<file path="src/rtl/neural_pkg.sv">
// Shared types and default geometry for the neural blend datapath.
// The channel slice helper is sized for the default geometry.
package neural_pkg;

  localparam int NB_DATA_W = 8;
  localparam int NB_CH     = 3;
  localparam int NB_MASK_W = 8;
  localparam int NB_CNT_W  = 32;

  localparam int MAXM = (1 << NB_MASK_W) - 1;
  localparam int MAXD = (1 << NB_DATA_W) - 1;

  typedef enum logic [1:0] {
    MODE_BLEND   = 2'd0,
    MODE_PASS_T  = 2'd1,
    MODE_PASS_T1 = 2'd2,
    MODE_ABSDIFF = 2'd3
  } mode_e;

  function automatic logic [NB_DATA_W-1:0] ch_slice(
    input logic [NB_CH*NB_DATA_W-1:0] pix,
    input int                         c
  );
    return pix[c*NB_DATA_W +: NB_DATA_W];
  endfunction

endpackage

</file>
<file path="src/rtl/neural_div_maxm.sv">
// Combinational rounded divide by MAXM = 2^MASK_W-1 for one channel.
// Uses the add-back identity: q = (r + (r >> MASK_W)) >> MASK_W, r = s + half.
module neural_div_maxm
  import neural_pkg::*;
#(
  parameter int DATA_W = NB_DATA_W,
  parameter int MASK_W = NB_MASK_W
) (
  input  logic [DATA_W+MASK_W-1:0] s_i,
  output logic [DATA_W-1:0]        q_o
);

  localparam int SW = DATA_W + MASK_W;
  localparam logic [SW+1:0] HALF = {{(SW+1){1'b0}}, 1'b1} << (MASK_W - 1);

  logic [SW+1:0] r;
  logic [SW+1:0] acc;
  logic          unused_bits;

  // Two guard bits keep the rounding offset and add-back free of overflow.
  assign r   = {2'b00, s_i} + HALF;
  assign acc = r + (r >> MASK_W);
  assign q_o = acc[MASK_W +: DATA_W];

  assign unused_bits = ^{acc[MASK_W-1:0], acc[SW+1:SW]};

endmodule

</file>
<file path="src/rtl/neural_blend_pipe.sv">
// Two-stage streaming blend / pass-through / absolute-difference pipe.
// Stage 1 registers per-channel sums, stage 2 registers the divided result.
module neural_blend_pipe
  import neural_pkg::*;
#(
  parameter int DATA_W = NB_DATA_W,
  parameter int CH     = NB_CH,
  parameter int MASK_W = NB_MASK_W,
  parameter int CNT_W  = NB_CNT_W
) (
  input  logic                 clk,
  input  logic                 rst_n,
  input  logic                 in_valid,
  output logic                 in_ready,
  input  logic [CH*DATA_W-1:0] in_pix_t,
  input  logic [CH*DATA_W-1:0] in_pix_t1,
  input  logic [MASK_W-1:0]    in_mask,
  input  logic [1:0]           in_mode,
  input  logic                 in_last,
  output logic                 out_valid,
  input  logic                 out_ready,
  output logic [CH*DATA_W-1:0] out_pix,
  output logic                 out_last,
  output logic [CNT_W-1:0]     beat_cnt
);

  localparam int SW = DATA_W + MASK_W;
  localparam logic [MASK_W-1:0] MAXM_L = '1;

  // Handshake: a beat moves on a side when valid & ready are both high at a
  // clk edge; valid never waits on ready, and in_ready = en is combinational
  // on out_ready so the whole pipe advances or holds as one.
  logic en;

  logic [SW-1:0]       s1_d [CH];
  logic [SW-1:0]       s1_q [CH];
  mode_e               mode_in;
  mode_e               mode1_q;
  logic                last1_q;
  logic                v1_q;
  logic [MASK_W-1:0]   inv_mask;
  logic [CH*DATA_W-1:0] pix2_d;

  logic                 out_valid_q;
  logic [CH*DATA_W-1:0] out_pix_q;
  logic                 out_last_q;
  logic [CNT_W-1:0]     beat_cnt_q;

  assign en       = !out_valid_q || out_ready;
  assign in_ready = en;
  assign mode_in  = mode_e'(in_mode);
  assign inv_mask = MAXM_L - in_mask;

  for (genvar c = 0; c < CH; c++) begin : g_ch
    logic [DATA_W-1:0] t;
    logic [DATA_W-1:0] t1;
    logic [DATA_W-1:0] diff;
    logic [SW-1:0]     prod;
    logic [DATA_W-1:0] q;

    assign t    = in_pix_t[c*DATA_W +: DATA_W];
    assign t1   = in_pix_t1[c*DATA_W +: DATA_W];
    assign diff = (t >= t1) ? (t - t1) : (t1 - t);
    assign prod = SW'(t) * SW'(in_mask) + SW'(t1) * SW'(inv_mask);

    assign s1_d[c] = (mode_in == MODE_BLEND)   ? prod     :
                     (mode_in == MODE_PASS_T)  ? SW'(t)   :
                     (mode_in == MODE_PASS_T1) ? SW'(t1)  :
                                                 SW'(diff);

    neural_div_maxm #(.DATA_W(DATA_W), .MASK_W(MASK_W)) u_div (
      .s_i (s1_q[c]),
      .q_o (q)
    );

    // Non-blend modes already hold the final value in the low bits.
    assign pix2_d[c*DATA_W +: DATA_W] = (mode1_q == MODE_BLEND) ? q : s1_q[c][DATA_W-1:0];
  end

  always_ff @(posedge clk) begin
    if (!rst_n) begin
      v1_q        <= 1'b0;
      mode1_q     <= MODE_BLEND;
      last1_q     <= 1'b0;
      for (int c = 0; c < CH; c++) s1_q[c] <= '0;
      out_valid_q <= 1'b0;
      out_pix_q   <= '0;
      out_last_q  <= 1'b0;
      beat_cnt_q  <= '0;
    end else begin
      if (out_valid_q && out_ready) beat_cnt_q <= beat_cnt_q + CNT_W'(1);
      if (en) begin
        v1_q <= in_valid;
        if (in_valid) begin
          for (int c = 0; c < CH; c++) s1_q[c] <= s1_d[c];
          mode1_q <= mode_in;
          last1_q <= in_last;
        end
        out_valid_q <= v1_q;
        if (v1_q) begin
          out_pix_q  <= pix2_d;
          out_last_q <= last1_q;
        end
      end
    end
  end

  assign out_valid = out_valid_q;
  assign out_pix   = out_pix_q;
  assign out_last  = out_last_q;
  assign beat_cnt  = beat_cnt_q;

endmodule

</file>
<file path="config.mk">
export PLATFORM = sky130hd
export DESIGN_NAME = neural_blend_pipe
export DESIGN_NICKNAME = d
export VERILOG_FILES = /design/src/rtl/neural_pkg.sv /design/src/rtl/neural_div_maxm.sv /design/src/rtl/neural_blend_pipe.sv
export SDC_FILE = /design/constraint.sdc
export NUM_CORES = 1
export LEC_CHECK = 0
export CAP_MARGIN = 20
export CORE_ASPECT_RATIO = 0.5
export CORE_MARGIN = 5
export CORE_UTILIZATION = 25
export DETAILED_ROUTE_END_ITERATION = 10
export GPL_TIMING_DRIVEN = 1
export PLACE_DENSITY_LB_ADDON = 0.25
export REMOVE_ABC_BUFFERS = 1
export SLEW_MARGIN = 0
export SYNTH_ARGS = -nofsm -noshare
export SYNTH_HDL_FRONTEND = slang
export SYNTH_SLANG_ARGS = --single-unit
</file>
<file path="constraint.sdc">
create_clock -name clk -period 8.1 [get_ports clk]
set_input_delay 1.62 -clock clk [delete_from_list [all_inputs] [get_ports clk]]
set_output_delay 1.62 -clock clk [all_outputs]
set_load 0.03 [all_outputs]
</file>
==> metrics.cfg, run 1 <==
[status]
run_status=finished clean

[route]
drc_errors=0
dr.pass1.iters=6
first_iter_violations=803
wire_per_inst_um=17.58
drt-total-wl_um=64560
vias_per_cell=4.530
ant_nets=0
num_vias=16640

[floorplan]
boundaryPins=122
fp-row-count=75
die_y_um=216.0
die_x_um=422.0
coreArea_sq_um=83990
design.die.area_sq_um=91130
start_util_pct=25.26

[synthesis]
postSynthCellCount=2459
synth-simple-area-share_pct=17.34
synth_compound_area_share_pct=10.02
synth_area_sq_um=21210
yosys.area.top_type=fa_1
synth_fa_ha_area_share_pct=43.02
synth_commonest_cells=475 x inv_1, 294 x fa_1, 259 x ha_1, 191 x nor2_1, 162 x nand2_1
synth.most_common_cell=inv_1
synth_area_leaders=fa_1 28%, ha_1 15%, inv_1 8.4%
yosysSeqAreaShare_pct=12.65
synth_xor_area_share_pct=4.831
yosys_warnings=0
synth_top_family_by_area=adder cells
ys.flop_type=dfxtp_1
async_flop_share_pct=0
synth_top_cell_area_share_pct=27.75
synth_edf_count=48
synth.ff_latch_count=110
synth_mux_area_share_pct=1.480
avgSynthCellArea_sq_um=8.627
synth_cell_types=73

[clock_network]
ctsResizeCount=0
cts_setup_buffers=0
cts_tree=yes
cts.sinks=110
cts_made_buffers=9
cts_max_level=3
root_buffer=clkbuf_16
clkTransAtPathRegs_ps=90
insertion_delay_ps=390
clockBufferDepth=2
hold_buffers=0

[grt]
use_met3_pct=1.786
antenna_found_initial=3
grt_max_degree=69
grtUsageMet2_pct=25.42
grtUsageMet1_pct=18.61
top_usage_layer=met2
grt_pass1_vias=17790
grt_pass1_wl_um=102800
grt_usage_pct=14.37
overflow=0

[sta]
worst_hold_slack_ps=471.1
slew_headroom_pct=27.60
tns_ps=0
period_needed_ps=7343
fin_crit_sh_pct=90.66
fmax_mhz=136.2
rsz0062_at_grt=false
skew_ps=11.01
setup_viol=0
tightest_slew_ps=1085
slew_violations=0
finalHoldViolCount=0

[power_and_ir_drop]
power.density_nw_per_um2=306.5
leakage_nw=11.49
irDropWorstVdd_v=0.0002760

[worst_setup_path]
cpMostUsedCell=fa_1
required_ps=8220
start_kind=input port
crit_type=input port to register
setup.worst_path.end_class=register
slowest_delay_ps=590
path_max_fanout=8
worstPathCellList=clkdlybuf4s50_1, clkinv_1, nor2_1, fa_1, inv_1, fa_1, inv_1, fa_1, fa_1, fa_1, inv_1, fa_1, inv_1, ha_1, a21oi_1, o21ai_0, or3_1, o21ai_0, o21ai_0, xnor2_1, nor2_1
worstPathArrival_ps=7460
cpMaxStageDelayCell=clkdlybuf4s50_1

[placed_design]
dp_hpwl_um=51190
portBuffers=121
routabilityCongestion=0.8578

[finish]
syn_to_final_growth_pct=13.97
nNetsFinal=3167
fill_cells=8992
drive_gt1_share_pct=4.343

[worst_hold_path]
hold_path_class=register to register

[run]
cap_violations=0

path summary, 6_finish.rpt:
check / start / endpoint / slack (ps) / cells after the start
min reg2reg: last1_q$_SDFFE_PN0P_ / last1_q$_SDFFE_PN0P_ / 470 / 2
min: last1_q$_SDFFE_PN0P_ / last1_q$_SDFFE_PN0P_ / 470 / 2
max: in_pix_t1[11] / s1_q[0][31]$_SDFFCE_PN0P_ / 760 / 21
max reg2reg: s1_q[0][9]$_SDFFCE_PN0P_ / out_pix[6]$_SDFFE_PN0P_ / 4840 / 11
registers in the layout, indices dropped and copies added (netlist names):
register and count:
s1_q 48, last1_q 1, beat_cnt 32, mode1_q 2
out_last 1, v1_q 1, out_pix 24, out_valid 1
cells in the final DEF (no fill, tap or decap), types with 9 or more instances in the layout:
master and n:
inv_1 475, fa_1 294, ha_1 259, nor2_1 190, nand2_1 161, and2_1 139, clkdlybuf4s50_1 110, a21oi_1 84
xnor2_1 74, o21ai_0 71, nand2b_1 69, dfxtp_1 62, buf_4 58, nand3_1 52, edfxtp_1 48, xor2_1 43
nor3_1 33, nand4_1 24, or3_1 22, a211oi_1 19, mux2i_1 19, a21o_1 17, o211ai_1 17, nor2b_1 15
a21boi_0 15, o21a_1 14, a31oi_1 14, and3_1 13, o22ai_1 11, buf_2 11, clkbuf_16 9
metal layers:
layer | vias to the layer above | share of wire [%]
met1 | 8269 | 46
met3 | 64 | 3.1
met4 | 0 | 2.5
met2 | 292 | 49
li1 | 8013 | -
met5 | - | 0
worst max-delay path, delay by kind of cell:
family | cells | cell delay [ps]
simple gates | 3 | 620
fa+ha+maj | 7 | 3000
xor+xnor | 1 | 150
buf+inv | 6 | 1220
compound gates | 4 | 860
stage by stage:
stage                     instances  total power, mW  setup WS [ps]  area, sq um  utilization [%]
final                          3673            7.409          756.7        24180            28.79
after global routing           3673            8.334          419.4        24180            28.79
after CTS                      3671            7.507          789.2        24160            28.77
after detailed placement       3655            6.956          354.2        23840            28.39
after global placement         3655            6.944          360.2        23840            28.39
after floorplan                2356            5.253           1472        20770                -
cell families (layout without fill, tap and decap cells):
| family | after synthesis | count (layout) |
|---|---|---|
| xor gates and xnor gates | 117 | 117 |
| and+or+nand+nor | 742 | 742 |
| muxes | 25 | 25 |
| DFF | 110 | 110 |
| buffers and inverters | 587 | 682 |
| adders and majority gates | 553 | 553 |
| AOI/OAI and AO/OA | 324 | 324 |
| other | 1 | 4 |
layout make-up:
type / count / area, sq um / area share, %
tap: 1116 / 1396 / 5.776
multi-input combinational: 1764 / 16280 / 67.36
sequential: 110 / 2683 / 11.10
clock buffer: 9 / 225.2 / 0.9316
timing repair buffer: 184 / 1684 / 6.966
clock inverter: 7 / 91.34 / 0.3778
antenna: 1 / 2.502 / 0.01035
inverter: 482 / 1809 / 7.484
power by group:
group	switching [mW]	internal, mW	leakage (nW)
logic	3.56	2.61	10.3
clock network	0.261	0.224	0.152
registers	0.0771	0.675	1.03
total	3.90	3.51	11.5
(Power assumes the default switching activity.)
==> run 2, diff against run 1 <==
--- a/config.mk
+++ b/config.mk
@@ -5,7 +5,7 @@
 export SDC_FILE = /design/constraint.sdc
 export NUM_CORES = 1
 export LEC_CHECK = 0
-export CAP_MARGIN = 20
+export CAP_MARGIN = 25
 export CORE_ASPECT_RATIO = 0.5
 export CORE_MARGIN = 5
 export CORE_UTILIZATION = 25
@@ -16,4 +16,5 @@
 export SLEW_MARGIN = 0
 export SYNTH_ARGS = -nofsm -noshare
 export SYNTH_HDL_FRONTEND = slang
+export SYNTH_HIERARCHICAL = 1
 export SYNTH_SLANG_ARGS = --single-unit
==> metrics.cfg, run 2 <==
[status]
run_status=finished clean

[sta]
period_needed_ps=7369  ; +25.39 ps
fmax_mhz=135.7  ; -0.34%
fin_crit_sh_pct=90.97  ; +0.31 points
rsz0062_at_grt=false
setup_viol=0  ; unchanged
tightest_slew_ps=910.1  ; -174.8 ps
worst_hold_slack_ps=471.2  ; +0.1020 ps
skew_ps=20.13  ; +9.117 ps
slew_headroom_pct=38.95  ; +11 points
slew_violations=0  ; unchanged
tns_ps=0  ; unchanged
finalHoldViolCount=0  ; unchanged

[finish]
drive_gt1_share_pct=5.283  ; +0.94 points
largest-register=s1_q
largest_reg_flops=48  ; unchanged
syn_to_final_growth_pct=14.09
nNetsFinal=3223  ; +1.8%
final_cell_mix=490 x inv_1, 294 x fa_1, 259 x ha_1, 204 x nor2_1, 185 x nand2_1
fin_area_sq_um=24790  ; +2.6%
final_common_cell=inv_1

[synthesis]
synth_top_cell_area_share_pct=27.08  ; -0.66 points
synth_cell_types=90  ; +23%
synth_area_leaders=fa_1 27%, ha_1 15%, inv_1 8.5%
synth_edf_count=48  ; unchanged
yosys.area.top_type=fa_1
synth_area_sq_um=21730  ; +2.4%
synth.most_common_cell=inv_1
ys.flop_type=dfxtp_1
yosysSeqAreaShare_pct=12.34  ; -0.30 points
synth_commonest_cells=490 x inv_1, 294 x fa_1, 259 x ha_1, 204 x nor2_1, 186 x nand2_1
postSynthCellCount=2513  ; +2.2%
yosys_warnings=6  ; +6
async_flop_share_pct=0  ; unchanged
avgSynthCellArea_sq_um=8.648  ; +0.25%
synth.ff_latch_count=110  ; unchanged

[clock_network]
root_buffer=clkbuf_16
cts.sinks=110  ; unchanged
cts_tree=yes
cts_setup_buffers=0  ; unchanged
clockBufferDepth=2  ; unchanged
hold_buffers=0  ; unchanged
insertion_delay_ps=390  ; about the same
cts_made_buffers=9  ; unchanged
ctsResizeCount=0  ; unchanged
clkTransAtPathRegs_ps=80  ; about the same
cts_max_level=3  ; unchanged

[floorplan]
die_x_um=427.0  ; +1.2%
die_y_um=218.5  ; +1.2%
boundaryPins=122  ; unchanged
fp-row-count=76  ; +1.3%
coreArea_sq_um=86150  ; +2.6%
design.die.area_sq_um=93280  ; +2.4%
start_util_pct=25.23  ; -0.032 points

[placed_design]
portBuffers=121  ; unchanged
routabilityCongestion=0.8506  ; -0.84%
placed_area_sq_um=24470  ; +2.6%
dp_hpwl_um=54680  ; +6.8%

[worst_setup_path]
path_max_fanout=8  ; unchanged
required_ps=8210  ; about the same
cpMaxStageDelayCell=clkdlybuf4s50_1
reg2reg_slack_ps=5010  ; +170 ps
worstPathCellList=clkdlybuf4s50_1, clkinv_1, nor2_1, fa_1, fa_1, fa_1, fa_1, fa_1, inv_1, fa_1, inv_1, ha_1, nand4_1, nor3_1, or2_1, o311a_1, o41ai_2, mux2i_1
reg2regPathDepth=12  ; +1
slowest_delay_ps=630  ; +40 ps
crit_cells=18  ; -14%
cpLargestDelayFamily=adder cells
cp_num_buf_inv=4  ; -2
cpMostUsedCell=fa_1
worstPathArrival_ps=7480  ; +20 ps
start_kind=input port
setup.worst_path.end_class=register
crit_type=input port to register

[route]
dr.pass1.iters=5  ; -1
vias_per_cell=4.516  ; -0.30%
drt-total-wl_um=66700  ; +3.3%
num_vias=17090  ; +2.7%
ant_nets=0  ; unchanged
drc_errors=0  ; unchanged
first_iter_violations=985  ; +23%
wire_per_inst_um=17.63  ; +0.29%

[worst_hold_path]
hold_path_class=register to register
hold-path-cell-count=2  ; unchanged

[grt]
grt_max_degree=62  ; -10%
antenna_found_initial=0  ; -3
grt_usage_pct=14.50  ; +0.13 points
overflow=0  ; unchanged
grt_pass1_wl_um=105400  ; +2.6%
grt_pass1_vias=17940  ; +0.84%

[power_and_ir_drop]
irDropWorstVdd_v=0.0003880  ; +41%
power.density_nw_per_um2=315.5  ; +3.0%
leakage_nw=11.80  ; +2.7%

[run]
cap_violations=0  ; unchanged

==> run 2: changes by cell type in the layout (fill, tap and decap cells not counted), sizes merged, moves of 13 or more <==
cell / change
a21oi: -19
inv: +15
nand2: +24
nor2: +15
nor3: -22
o211a: +17
o21ai: +27
or3: -13
==> run 2: cell type report <==
class	count	area (sq um)
diodes	2	5.005
clock buffers	9	225.2
clock inverters	7	58.81
fillers	9237	61360
inverters	496	1862
multi-input cells	1808	16790
flip-flops and latches	110	2683
well taps	1170	1464
repair buffers	182	1702
==> run 2: metal layers <==
metal | vias to the layer above | track usage [%] | wire length, um | part of all wire, %
met1 | 8582 | 20.10 | 31810 | 48
met5 | - | 0 | 0 | 0
li1 | 8156 | - | - | -
met2 | 300 | 24.87 | 31610 | 47
met4 | 0 | 2.460 | 993 | 1.5
met3 | 52 | 1.446 | 2280 | 3.4
==> run 2: logic make-up after synthesis <==
group / share of synthesized area (%)
flops: 12.34
mux: 1.710
other cells: 0.01726
fa+ha+maj: 41.99
buf+inv: 10.43
xor+xnor: 4.738
simple gates: 17.53
compound gates: 11.24
==> run 2: worst paths after layout <==
check / endpoint / start
setup / recovery: s1_q[0][31]$_SDFFCE_PN0P_ / in_pix_t1[13]
hold / removal: last1_q$_SDFFE_PN0P_ / last1_q$_SDFFE_PN0P_
setup reg to reg: out_pix[19]$_SDFFE_PN0P_ / s1_q[0][39]$_SDFFCE_PN0P_
hold reg to reg: last1_q$_SDFFE_PN0P_ / last1_q$_SDFFE_PN0P_
==> run 2: stage by stage <==
| step | total power, mW | instances | util, % | setup WS, ps |
|---|---|---|---|---|
| after floorplan | 5.666 | 2414 | - | 1374 |
| after global placement | 7.365 | 3763 | 28.39 | 374.4 |
| final | 7.823 | 3784 | 28.78 | 731.3 |
| after CTS | 7.867 | 3780 | 28.74 | 766.6 |
| after global routing | 8.874 | 3782 | 28.77 | 437.6 |
| after detailed placement | 7.344 | 3764 | 28.41 | 366.7 |
==> run 2: power by group <==
| part | internal (mW) | switching (mW) |
|---|---|---|
| Sequential | 0.675 | 0.0825 |
| Combinational | 2.80 | 3.81 |
| Clock | 0.214 | 0.242 |
| Total | 3.69 | 4.13 |
==> run 2: tightest hold or removal path, cell delays in order, from the launching register on <==
cell and delay, ps:
dfxtp_1 310, nand2_1 50, a21boi_0 60
==> run 3, diff against run 2 <==
--- a/config.mk
+++ b/config.mk
@@ -13,7 +13,8 @@
 export GPL_TIMING_DRIVEN = 1
 export PLACE_DENSITY_LB_ADDON = 0.25
 export REMOVE_ABC_BUFFERS = 1
-export SLEW_MARGIN = 0
+export SKIP_LAST_GASP = 1
+export SLEW_MARGIN = 20
 export SYNTH_ARGS = -nofsm -noshare
 export SYNTH_HDL_FRONTEND = slang
 export SYNTH_HIERARCHICAL = 1
==> metrics.cfg, run 3 (same netlist as run 2, synthesis figures left out) <==
[status]
run_status=finished clean

[placed_design]
dp_hpwl_um=54680  ; unchanged
place_inst=3764  ; unchanged
portBuffers=121  ; unchanged
placed_area_sq_um=24470  ; unchanged
routabilityCongestion=0.8506  ; unchanged

[power_and_ir_drop]
pwr-share-seq_pct=9.7  ; about the same
power.density_nw_per_um2=316.1  ; +0.17%
internal-power_mw=3.692  ; about the same
power_frac_comb_pct=84.5  ; about the same
switching_share_pct=52.86  ; +0.055 points
leakage_nw=11.79  ; about the same
clkPwrFrac_pct=5.8  ; about the same
irDropWorstVdd_v=0.0003867  ; -0.34%
p_switching_mw=4.140  ; +0.22%

[route]
ant_nets=0  ; unchanged
wl_met3_um=2213  ; -2.9%
drt-total-wl_um=66740  ; about the same
wl_met1_um=31810  ; about the same
num_vias=17080  ; -0.041%
drc_errors=0  ; unchanged
dr.pass1.iters=5  ; unchanged
wire_per_inst_um=17.64  ; about the same
top_layer_used=met4
first_iter_violations=994  ; +0.91%
vias_per_cell=4.516  ; about the same
wl_met2_um=31750  ; +0.43%

[clock_network]
cts_setup_buffers=0  ; unchanged
cts.sinks=110  ; unchanged
clkTransAtPathRegs_ps=70  ; about the same
hold_buffers=0  ; unchanged
cts_max_level=3  ; unchanged
cts_made_buffers=9  ; unchanged
clockBufferDepth=2  ; unchanged
ctsResizeCount=0  ; unchanged
insertion_delay_ps=390  ; about the same
cts_tree=yes
root_buffer=clkbuf_16

[worst_setup_path]
critPathCapture=s1_q[0][31]$_SDFFCE_PN0P_
startpoint=in_pix_t1[13]
worstPathArrival_ps=7480  ; about the same
r2r_start=s1_q[0][39]$_SDFFCE_PN0P_
crit_type=input port to register
setup.worst_path.end_class=register
reg2reg_to=out_pix[19]$_SDFFE_PN0P_
reg2reg_slack_ps=5010  ; about the same
required_ps=8210  ; about the same
reg2regPathDepth=12  ; unchanged
path_max_fanout=8  ; unchanged
start_kind=input port

[grt]
overflow=0  ; unchanged
antenna_found_initial=0  ; unchanged
grt_pass1_wl_um=105400  ; unchanged
grt_pass1_vias=17940  ; unchanged
grt_usage_pct=14.50  ; unchanged
grt_max_degree=62  ; unchanged

[floorplan]
coreArea_sq_um=86150  ; unchanged
die_x_um=427.0  ; unchanged
design.die.area_sq_um=93280  ; unchanged
fp-row-count=76  ; unchanged
boundaryPins=122  ; unchanged
die_y_um=218.5  ; unchanged
start_util_pct=25.23  ; unchanged

[finish]
syn_to_final_growth_pct=14.02  ; about the same
nNetsFinal=3222  ; -0.031%
largest-register=s1_q
final_cell_count_no_fill=3783  ; -0.026%
final_common_cell=inv_1
drive_gt1_share_pct=5.285  ; about the same
largest_reg_flops=48  ; unchanged
fin_area_sq_um=24780  ; about the same
final_cell_mix=490 x inv_1, 294 x fa_1, 259 x ha_1, 204 x nor2_1, 185 x nand2_1

[sta]
tightest_slew_ps=953.2  ; +43.12 ps
fmax_mhz=135.7  ; about the same
skew_ps=20.53  ; +0.4067 ps
rsz0062_at_grt=false
slew_violations=0  ; unchanged
tns_ps=0  ; unchanged
finalHoldViolCount=0  ; unchanged
setup_viol=0  ; unchanged
slew_headroom_pct=36.22  ; -2.7 points
fin_crit_sh_pct=91.01  ; about the same
period_needed_ps=7372  ; +2.938 ps
worst_hold_slack_ps=471.0  ; -0.2100 ps

[run]
cap_violations=0  ; unchanged

[worst_hold_path]
hold_path_class=register to register

==> run 3: changes by cell type in the layout (fill, tap and decap cells not counted) <==
cell and change:
buf_8 -1, dfxtp_1 -1, dfxtp_2 +1
==> run 3: how the worst min path moves through the flow <==
| stage | from | endpoint | slack (ps) | depth (start not counted) |
|---|---|---|---|---|
| 4_1_cts | last1_q$_SDFFE_PN0P_ | last1_q$_SDFFE_PN0P_ | 470 | 2 |
| 3_5_place_dp | last1_q$_SDFFE_PN0P_ | last1_q$_SDFFE_PN0P_ | 460 | 2 |
| 5_1_grt | last1_q$_SDFFE_PN0P_ | last1_q$_SDFFE_PN0P_ | 520 | 2 |
| 3_3_place_gp | last1_q$_SDFFE_PN0P_ | last1_q$_SDFFE_PN0P_ | 460 | 2 |
| 6_report | last1_q$_SDFFE_PN0P_ | last1_q$_SDFFE_PN0P_ | 470 | 2 |
| 2_1_floorplan | last1_q$_SDFFE_PN0P_ | last1_q$_SDFFE_PN0P_ | 440 | 2 |
==> run 3: power by group through the flow <==
stage          Combinational, mW  Sequential [mW]  Clock [mW]
2_1_floorplan               4.90            0.767           0
3_3_place_gp                6.59            0.773           0
3_5_place_dp                6.57            0.773           0
4_1_cts                     6.63            0.760       0.479
5_1_grt                     7.60            0.771       0.501
6_report                    6.62            0.759       0.455
==> run 3: cell type report <==
class                      count  area, sq um
tap                         1170         1464
multi-input combinational   1808        16790
clock buffer                   9        225.2
sequential                   110         2684
clock inverter                 7        58.81
antenna                        2        5.005
timing repair buffer         181         1687
fill                        9236        61370
inverter                     496         1862
==> run 3: worst max-delay path: stages <==
cell,delay (ps)
clkdlybuf4s50_1,620
clkinv_1,350
nor2_1,230
fa_1,480
fa_1,590
fa_1,450
fa_1,460
fa_1,500
inv_1,50
fa_1,470
inv_1,40
ha_1,360
nand4_1,160
nor3_1,60
or2_1,250
o311a_1,390
o41ai_2,260
mux2i_1,120
==> run 3: per-stage QoR <==
stage / total power [mW] / setup WS, ps / util, %
2_1_floorplan: 5.666 / 1374 / -
3_3_place_gp: 7.365 / 374.4 / 28.39
3_5_place_dp: 7.344 / 366.7 / 28.41
4_1_cts: 7.867 / 766.6 / 28.74
5_1_grt: 8.873 / 437.6 / 28.76
6_report: 7.832 / 728.4 / 28.76
==> run 3: metal layers <==
| layer | vias up | GRT usage, % |
|---|---|---|
| li1 | 8160 | - |
| met4 | 0 | 2.460 |
| met1 | 8581 | 20.10 |
| met2 | 290 | 24.87 |
| met5 | - | 0 |
| met3 | 52 | 1.446 |
